$ cat config.mk
export PLATFORM = sky130hd
export DESIGN_NAME = exu_lsu
export DESIGN_NICKNAME = d
export VERILOG_FILES = /design/src/rtl/exu_lsu_pkg.sv /design/src/rtl/exu_lsu_align.sv /design/src/rtl/exu_lsu.sv
export SDC_FILE = /design/constraint.sdc
export NUM_CORES = 1
export LEC_CHECK = 0
export ABC_AREA = 0
export CAP_MARGIN = 20
export CORE_MARGIN = 3
export CORE_UTILIZATION = 38
export CTS_CLUSTER_DIAMETER = 150
export DETAILED_ROUTE_END_ITERATION = 8
export PLACE_DENSITY_LB_ADDON = 0.12
export SLEW_MARGIN = 20
export SYNTH_ARGS = -nofsm -noshare
export SYNTH_HDL_FRONTEND = slang
export SYNTH_SLANG_ARGS = --single-unit
$ cat constraint.sdc
create_clock -name clk -period 2.6 [get_ports clk]
set_clock_uncertainty 0.1 [all_clocks]
set_input_delay 0.26 -clock clk [delete_from_list [all_inputs] [get_ports clk]]
set_output_delay 0.26 -clock clk [all_outputs]
set_load 0.1 [all_outputs]
$ cat src/rtl/exu_lsu_pkg.sv
// Shared types and constants for the execute-stage load/store unit.
// The optional ERR state exists only when EXU_LSU_MISALIGN_CHK_EN is defined.
package exu_lsu_pkg;

    localparam int unsigned RV_XLEN      = 32;
    localparam int unsigned RV_GPR_AW    = 5;
    localparam int unsigned LSU_OPC_SIZE = 4;

    // Encoding: [3] = store, [2] = unsigned load, [1:0] = access size.
    typedef enum logic [LSU_OPC_SIZE-1:0] {
        LsuLb  = 4'h0,
        LsuLh  = 4'h1,
        LsuLw  = 4'h2,
        LsuLbu = 4'h4,
        LsuLhu = 4'h5,
        LsuSb  = 4'h8,
        LsuSh  = 4'h9,
        LsuSw  = 4'hA
    } lsu_opc_e;

    // Bit index of the store flag inside an opcode.
    localparam int unsigned LSU_OPC_IS_STORE = 3;

    localparam logic [1:0] LSU_SIZE_B = 2'd0;
    localparam logic [1:0] LSU_SIZE_H = 2'd1;
    localparam logic [1:0] LSU_SIZE_W = 2'd2;

    typedef enum logic [2:0] {
        StIdle,
        StReq,
        StRsp,
        StDone
`ifdef EXU_LSU_MISALIGN_CHK_EN
        , StErr
`endif
    } lsu_state_e;

    // True only for the eight defined opcodes; everything else is a no-op.
    function automatic logic lsu_opc_known(input logic [LSU_OPC_SIZE-1:0] opc);
        case (opc)
            LsuLb, LsuLh, LsuLw, LsuLbu, LsuLhu, LsuSb, LsuSh, LsuSw: return 1'b1;
            default: return 1'b0;
        endcase
    endfunction

endpackage

$ cat src/rtl/exu_lsu_align.sv
// Combinational lane logic: store strobes/data replication and load extraction/extension.
module exu_lsu_align
    import exu_lsu_pkg::*;
(
    input  logic [LSU_OPC_SIZE-1:0] st_opc,
    input  logic [1:0]              st_ofs,
    input  logic [31:0]             st_wdata,
    input  logic [LSU_OPC_SIZE-1:0] ld_opc,
    input  logic [1:0]              ld_ofs,
    input  logic [31:0]             ld_rdata,
    output logic [3:0]              st_wstrb,
    output logic [31:0]             st_wdata_rep,
    output logic [31:0]             ld_data
);

    logic [31:0] byte_sh;
    logic [31:0] half_sh;

    // Halfword lanes use only addr[1]; a misaligned halfword is silently aligned down.
    always_comb begin
        byte_sh = ld_rdata >> {ld_ofs, 3'b000};
        half_sh = ld_rdata >> {ld_ofs[1], 4'b0000};
    end

    // Store side: byte enables and lane-replicated write data; zero for non-stores.
    always_comb begin
        st_wstrb     = 4'b0000;
        st_wdata_rep = '0;
        case (st_opc)
            LsuSb: begin
                st_wstrb     = 4'b0001 << st_ofs;
                st_wdata_rep = {4{st_wdata[7:0]}};
            end
            LsuSh: begin
                st_wstrb     = 4'b0011 << {st_ofs[1], 1'b0};
                st_wdata_rep = {2{st_wdata[15:0]}};
            end
            LsuSw: begin
                st_wstrb     = 4'b1111;
                st_wdata_rep = st_wdata;
            end
            default: ;
        endcase
    end

    // Load side: pick the addressed lane and sign- or zero-extend it.
    always_comb begin
        ld_data = '0;
        case (ld_opc)
            LsuLb:  ld_data = {{24{byte_sh[7]}}, byte_sh[7:0]};
            LsuLbu: ld_data = {24'h0, byte_sh[7:0]};
            LsuLh:  ld_data = {{16{half_sh[15]}}, half_sh[15:0]};
            LsuLhu: ld_data = {16'h0, half_sh[15:0]};
            LsuLw:  ld_data = ld_rdata;
            default: ;
        endcase
    end

endmodule

$ cat src/rtl/exu_lsu.sv
// Execute-stage load/store unit: one valid/ready memory transaction in flight at a time.
// Optional misaligned-access trap enabled by defining EXU_LSU_MISALIGN_CHK_EN.
module exu_lsu
    import exu_lsu_pkg::*;
#(
    parameter int unsigned XLEN   = RV_XLEN,
    parameter int unsigned GPR_AW = RV_GPR_AW
) (
    input  logic                    clk,
    input  logic                    rst_n,
    input  logic                    req_vld,
    output logic                    req_rdy,
    input  logic [LSU_OPC_SIZE-1:0] req_opc,
    input  logic [XLEN-1:0]         req_addr,
    input  logic [XLEN-1:0]         req_wdata,
    input  logic [GPR_AW-1:0]       req_rd,
    output logic                    mem_req_vld,
    input  logic                    mem_req_rdy,
    output logic [XLEN-1:0]         mem_req_addr,
    output logic                    mem_req_wen,
    output logic [XLEN-1:0]         mem_req_wdata,
    output logic [3:0]              mem_req_wstrb,
    input  logic                    mem_rsp_vld,
    output logic                    mem_rsp_rdy,
    input  logic [XLEN-1:0]         mem_rsp_rdata,
    output logic [GPR_AW-1:0]       gpr_waddr,
    output logic [XLEN-1:0]         gpr_wdata,
    output logic                    gpr_wen,
    output logic                    done
`ifdef EXU_LSU_MISALIGN_CHK_EN
    ,
    output logic                    misalign
`endif
);

    lsu_state_e              state_q, state_d;
    logic [LSU_OPC_SIZE-1:0] opc_q, opc_d;
    logic [1:0]              ofs_q, ofs_d;
    logic [GPR_AW-1:0]       rd_q, rd_d;
    logic [XLEN-1:0]         addr_q, addr_d;
    logic                    wen_q, wen_d;
    logic [XLEN-1:0]         wdata_q, wdata_d;
    logic [3:0]              wstrb_q, wstrb_d;
    logic [XLEN-1:0]         ldata_q, ldata_d;

    logic [3:0]              st_wstrb;
    logic [XLEN-1:0]         st_wdata_rep;
    logic [XLEN-1:0]         ld_data;
    logic                    req_known;

    assign req_known = lsu_opc_known(req_opc);

    // Store lanes come from the incoming request; load lanes from the latched op.
    exu_lsu_align u_align (
        .st_opc       (req_opc),
        .st_ofs       (req_addr[1:0]),
        .st_wdata     (req_wdata),
        .ld_opc       (opc_q),
        .ld_ofs       (ofs_q),
        .ld_rdata     (mem_rsp_rdata),
        .st_wstrb     (st_wstrb),
        .st_wdata_rep (st_wdata_rep),
        .ld_data      (ld_data)
    );

    // Next-state and operand capture; bus fields are frozen from accept until the next op.
    always_comb begin
        state_d = state_q;
        opc_d   = opc_q;
        ofs_d   = ofs_q;
        rd_d    = rd_q;
        addr_d  = addr_q;
        wen_d   = wen_q;
        wdata_d = wdata_q;
        wstrb_d = wstrb_q;
        ldata_d = ldata_q;
        case (state_q)
            StIdle: begin
                if (req_vld) begin
                    opc_d   = req_opc;
                    ofs_d   = req_addr[1:0];
                    rd_d    = req_rd;
                    addr_d  = {req_addr[XLEN-1:2], 2'b00};
                    wen_d   = req_known & req_opc[LSU_OPC_IS_STORE];
                    wdata_d = st_wdata_rep;
                    wstrb_d = st_wstrb;
                    if (!req_known) begin
                        state_d = StDone;
`ifdef EXU_LSU_MISALIGN_CHK_EN
                    end else if ((req_opc[1:0] == LSU_SIZE_H && req_addr[0]) ||
                                 (req_opc[1:0] == LSU_SIZE_W && req_addr[1:0] != 2'b00)) begin
                        state_d = StErr;
`endif
                    end else begin
                        state_d = StReq;
                    end
                end
            end
            StReq: begin
                if (mem_req_rdy) state_d = StRsp;
            end
            StRsp: begin
                if (mem_rsp_vld) begin
                    ldata_d = ld_data;
                    state_d = StDone;
                end
            end
            default: state_d = StIdle;
        endcase
    end

    // State and operand registers; reset drops any outstanding op.
    always_ff @(posedge clk or negedge rst_n) begin
        if (!rst_n) begin
            state_q <= StIdle;
            opc_q   <= '0;
            ofs_q   <= '0;
            rd_q    <= '0;
            addr_q  <= '0;
            wen_q   <= 1'b0;
            wdata_q <= '0;
            wstrb_q <= '0;
            ldata_q <= '0;
        end else begin
            state_q <= state_d;
            opc_q   <= opc_d;
            ofs_q   <= ofs_d;
            rd_q    <= rd_d;
            addr_q  <= addr_d;
            wen_q   <= wen_d;
            wdata_q <= wdata_d;
            wstrb_q <= wstrb_d;
            ldata_q <= ldata_d;
        end
    end

    // Outputs decoded from the registered state; pulses last exactly one cycle.
    always_comb begin
        req_rdy       = (state_q == StIdle);
        mem_req_vld   = (state_q == StReq);
        mem_rsp_rdy   = (state_q == StRsp);
        mem_req_addr  = addr_q;
        mem_req_wen   = wen_q;
        mem_req_wdata = wdata_q;
        mem_req_wstrb = wstrb_q;
        gpr_waddr     = rd_q;
        gpr_wdata     = ldata_q;
        gpr_wen       = (state_q == StDone) && lsu_opc_known(opc_q) &&
                        !opc_q[LSU_OPC_IS_STORE] && (rd_q != '0);
        done          = (state_q == StDone);
`ifdef EXU_LSU_MISALIGN_CHK_EN
        misalign      = (state_q == StErr);
        done          = (state_q == StDone) || (state_q == StErr);
`endif
    end

endmodule

==> results.yml <==
global_routing:
  grt_max_degree: 50
  grt_usage_pct: 20.3
  grt_remaining_overflow: 0
  grt_pass1_vias: 4455
  antenna_found_initial: 1
  grt_pass1_wl_mm: 23.4
placement:
  gp_congestion: 0.834
  place_hpwl_mm: 11.3
  port_buffers: 218
  dpl_cell_area_sq_mm: 0.00719
synth:
  yosysSeqAreaShare_pct: 55.6
  avgSynthCellArea_sq_um: 12.3
  synth_async_sr_flop_share_pct: 100
  synth_edf_count: 0
  synth_top_cells_by_count: "dfrtp_1, mux2_2, a221o_1"
  ys.flop_type: "dfrtp_1"
  synth.most_common_cell: "dfrtp_1"
  ys_seq_elements: 112
  yosys.cell_types.count: 43
  synthCells: 409
  yosys.area.top_type: "dfrtp_1"
  yosysWarnings: 0
  yosys-top-cells-area: "dfrtp_1, mux2_2, a221o_1"
  synth.top_cell.area_share_pct: 55.6
  netlist_area_sq_mm: 0.00504
outcome:
  run_status: "complete, no violations"
cts:
  cts_hold_buffers: 1
  cts_sinks: 112
  cts_setup_buffers: 0
  clk-insertion-delay-late_ns: 0.34
  numCtsBuffers: 9
  cts-root-buf: "clkbuf_16"
  cts_resized: 0
  cts_tree: "built"
  cts.clk_slew.worst_paths_ns: 0.07
  cts_htree_levels: 3
  clk_path_buf_depth: 2
sta:
  setup_tns_ns: 0
  slew-limit-headroom_pct: 36.9
  fin_crit_ns: 2.21
  holdWs_ns: 0.317
  finalSetupViolCount: 0
  rsz0062_at_grt: "no"
  max_freq_ghz: 0.452
  fin_crit_sh_pct: 85.1
  worst_slew_pin_slew_ns: 0.939
  hold_viol: 0
  slew_viol_final: 0
setup_path:
  path_cells: "inv_1 -> ha_2 -> nand2_2 -> buf_4 -> nor4b_4 -> a221o_1"
  end_kind: "register"
  path_class: "register to register"
  cp.arrival_ns: 2.39
  start_kind: "register"
  critPathSlowestCell: "nor4b_4"
  critPathMaxStageDelay_ns: 0.76
  cp.required_ns: 2.78
  critPathMaxFanout: 16
cells_and_area:
  syn_to_final_growth_pct: 49.6
  antennaDiodeCount: 0
  fin_nets: 740
  fin_util_pct: 59.0
  multi_input_comb_area_sq_mm: 0.00209
  fillerInstances: 1078
  drive_above_1_share_pct: 32.5
  regArea_sq_mm: 0.00280
  postLayoutCellArea_sq_mm: 0.00753
routing:
  drt_iter0_markers: 345
  drc: 0
  route.vias.total: 4288
  dr.pass1.iters: 5
  vias_per_cell: 5.35
  wl_per_cell_um: 18.6
  ant_nets: 0
  wirelength_mm: 15.0
floorplanning:
  rows: 41
  start_util_pct: 39.4
  fp.dieH_um: 121
  die-area_sq_mm: 0.0147
  die_x_um: 121
  ios: 221
  coreArea_sq_mm: 0.0128
hold_path:
  min_path_type: "primary input to async pin"
job:
  maxCapViolCount: 0
## critical path, delay by kind of cell, from the launching register on
kind,cells,cell delay (ns)
adders and majority gates,1,0.22
and+or+nand+nor,2,0.85
AOI/OAI and AO/OA,1,0.22
DFF,1,0.43
buffers and inverters,2,0.31
## per-stage QoR
stage               setup slack (ns)  instances
floorplan                     -0.101        410
global placement               0.272        785
detailed placement             0.234        785
CTS                            0.360        802
global route                   0.228        802
finish                         0.387        802
## cell usage in the layout (no fill, tap or decap), types with 2 or more instances in the layout
master,count
and2_1,9
or3b_2,2
clkdlybuf4s50_1,108
a21oi_1,18
ha_2,2
nand2b_1,2
bufinv_16,3
buf_12,2
conb_1,2
dfrtp_1,112
a221o_1,39
o21ai_0,22
buf_4,125
nor3_1,4
nor4bb_1,2
nor2_1,13
a22o_1,19
clkbuf_16,9
inv_1,6
o21a_1,2
a22oi_1,17
o31ai_1,2
a21o_1,8
nand2_1,23
nor2b_1,2
clkinv_2,2
mux2_2,49
ha_1,3
## final cells by class
type / instances / share of cell area [%]
flip-flops and latches: 112 / 37.2
multi-input cells: 260 / 27.7
repair buffers: 236 / 27.5
clock buffers: 10 / 3.04
well taps: 172 / 2.86
clock inverters: 6 / 1.43
inverters: 6 / 0.299
## worst paths after layout
kind                              from                end  slack [ns]  cells after the start
hold reg to reg            mem_req_wen        mem_req_wen        0.38                      2
setup reg to reg            state_q[0]      gpr_wdata[30]        0.39                      6
hold / removal                   rst_n      gpr_wdata[17]        0.32                      2
min in group clk           mem_req_wen        mem_req_wen        0.38                      2
setup / recovery            state_q[0]      gpr_wdata[30]        0.39                      6
max in group asynchronous        rst_n  mem_req_wdata[19]        1.34                      3
## flip-flops by register name, summed over array words and instances (netlist names), 2 cells and up
signal / flops
gpr_waddr: 5
gpr_wdata: 32
mem_req_addr: 30
mem_req_wdata: 32
mem_req_wstrb: 4
ofs_q: 2
opc_q: 4
state_q: 2
## metal layers
layer	up-vias	wire, um	GRT usage, %
met5	-	18	0
met4	2	263	6.65
met1	2116	6180	25.4
li1	1974	-	-
met2	175	7180	32.7
met3	21	1310	7.46
## cell families (layout without fill, tap and decap cells)
| logic type | count (synthesis) | after routing | share of synthesized area (%) |
|---|---|---|---|
| AOI/OAI and AO/OA | 133 | 133 | 20.4 |
| muxes | 51 | 51 | 11.6 |
| other | 1 | 2 | 0.0744 |
| and+or+nand+nor | 69 | 69 | 7.68 |
| buffers and inverters | 38 | 258 | 3.38 |
| adders and majority gates | 5 | 5 | 1.24 |
| DFF | 112 | 112 | 55.6 |
Power is left out: the tool's default activity adds up to more than one toggle a clock period on the data nets, which glitch-free logic cannot reach.
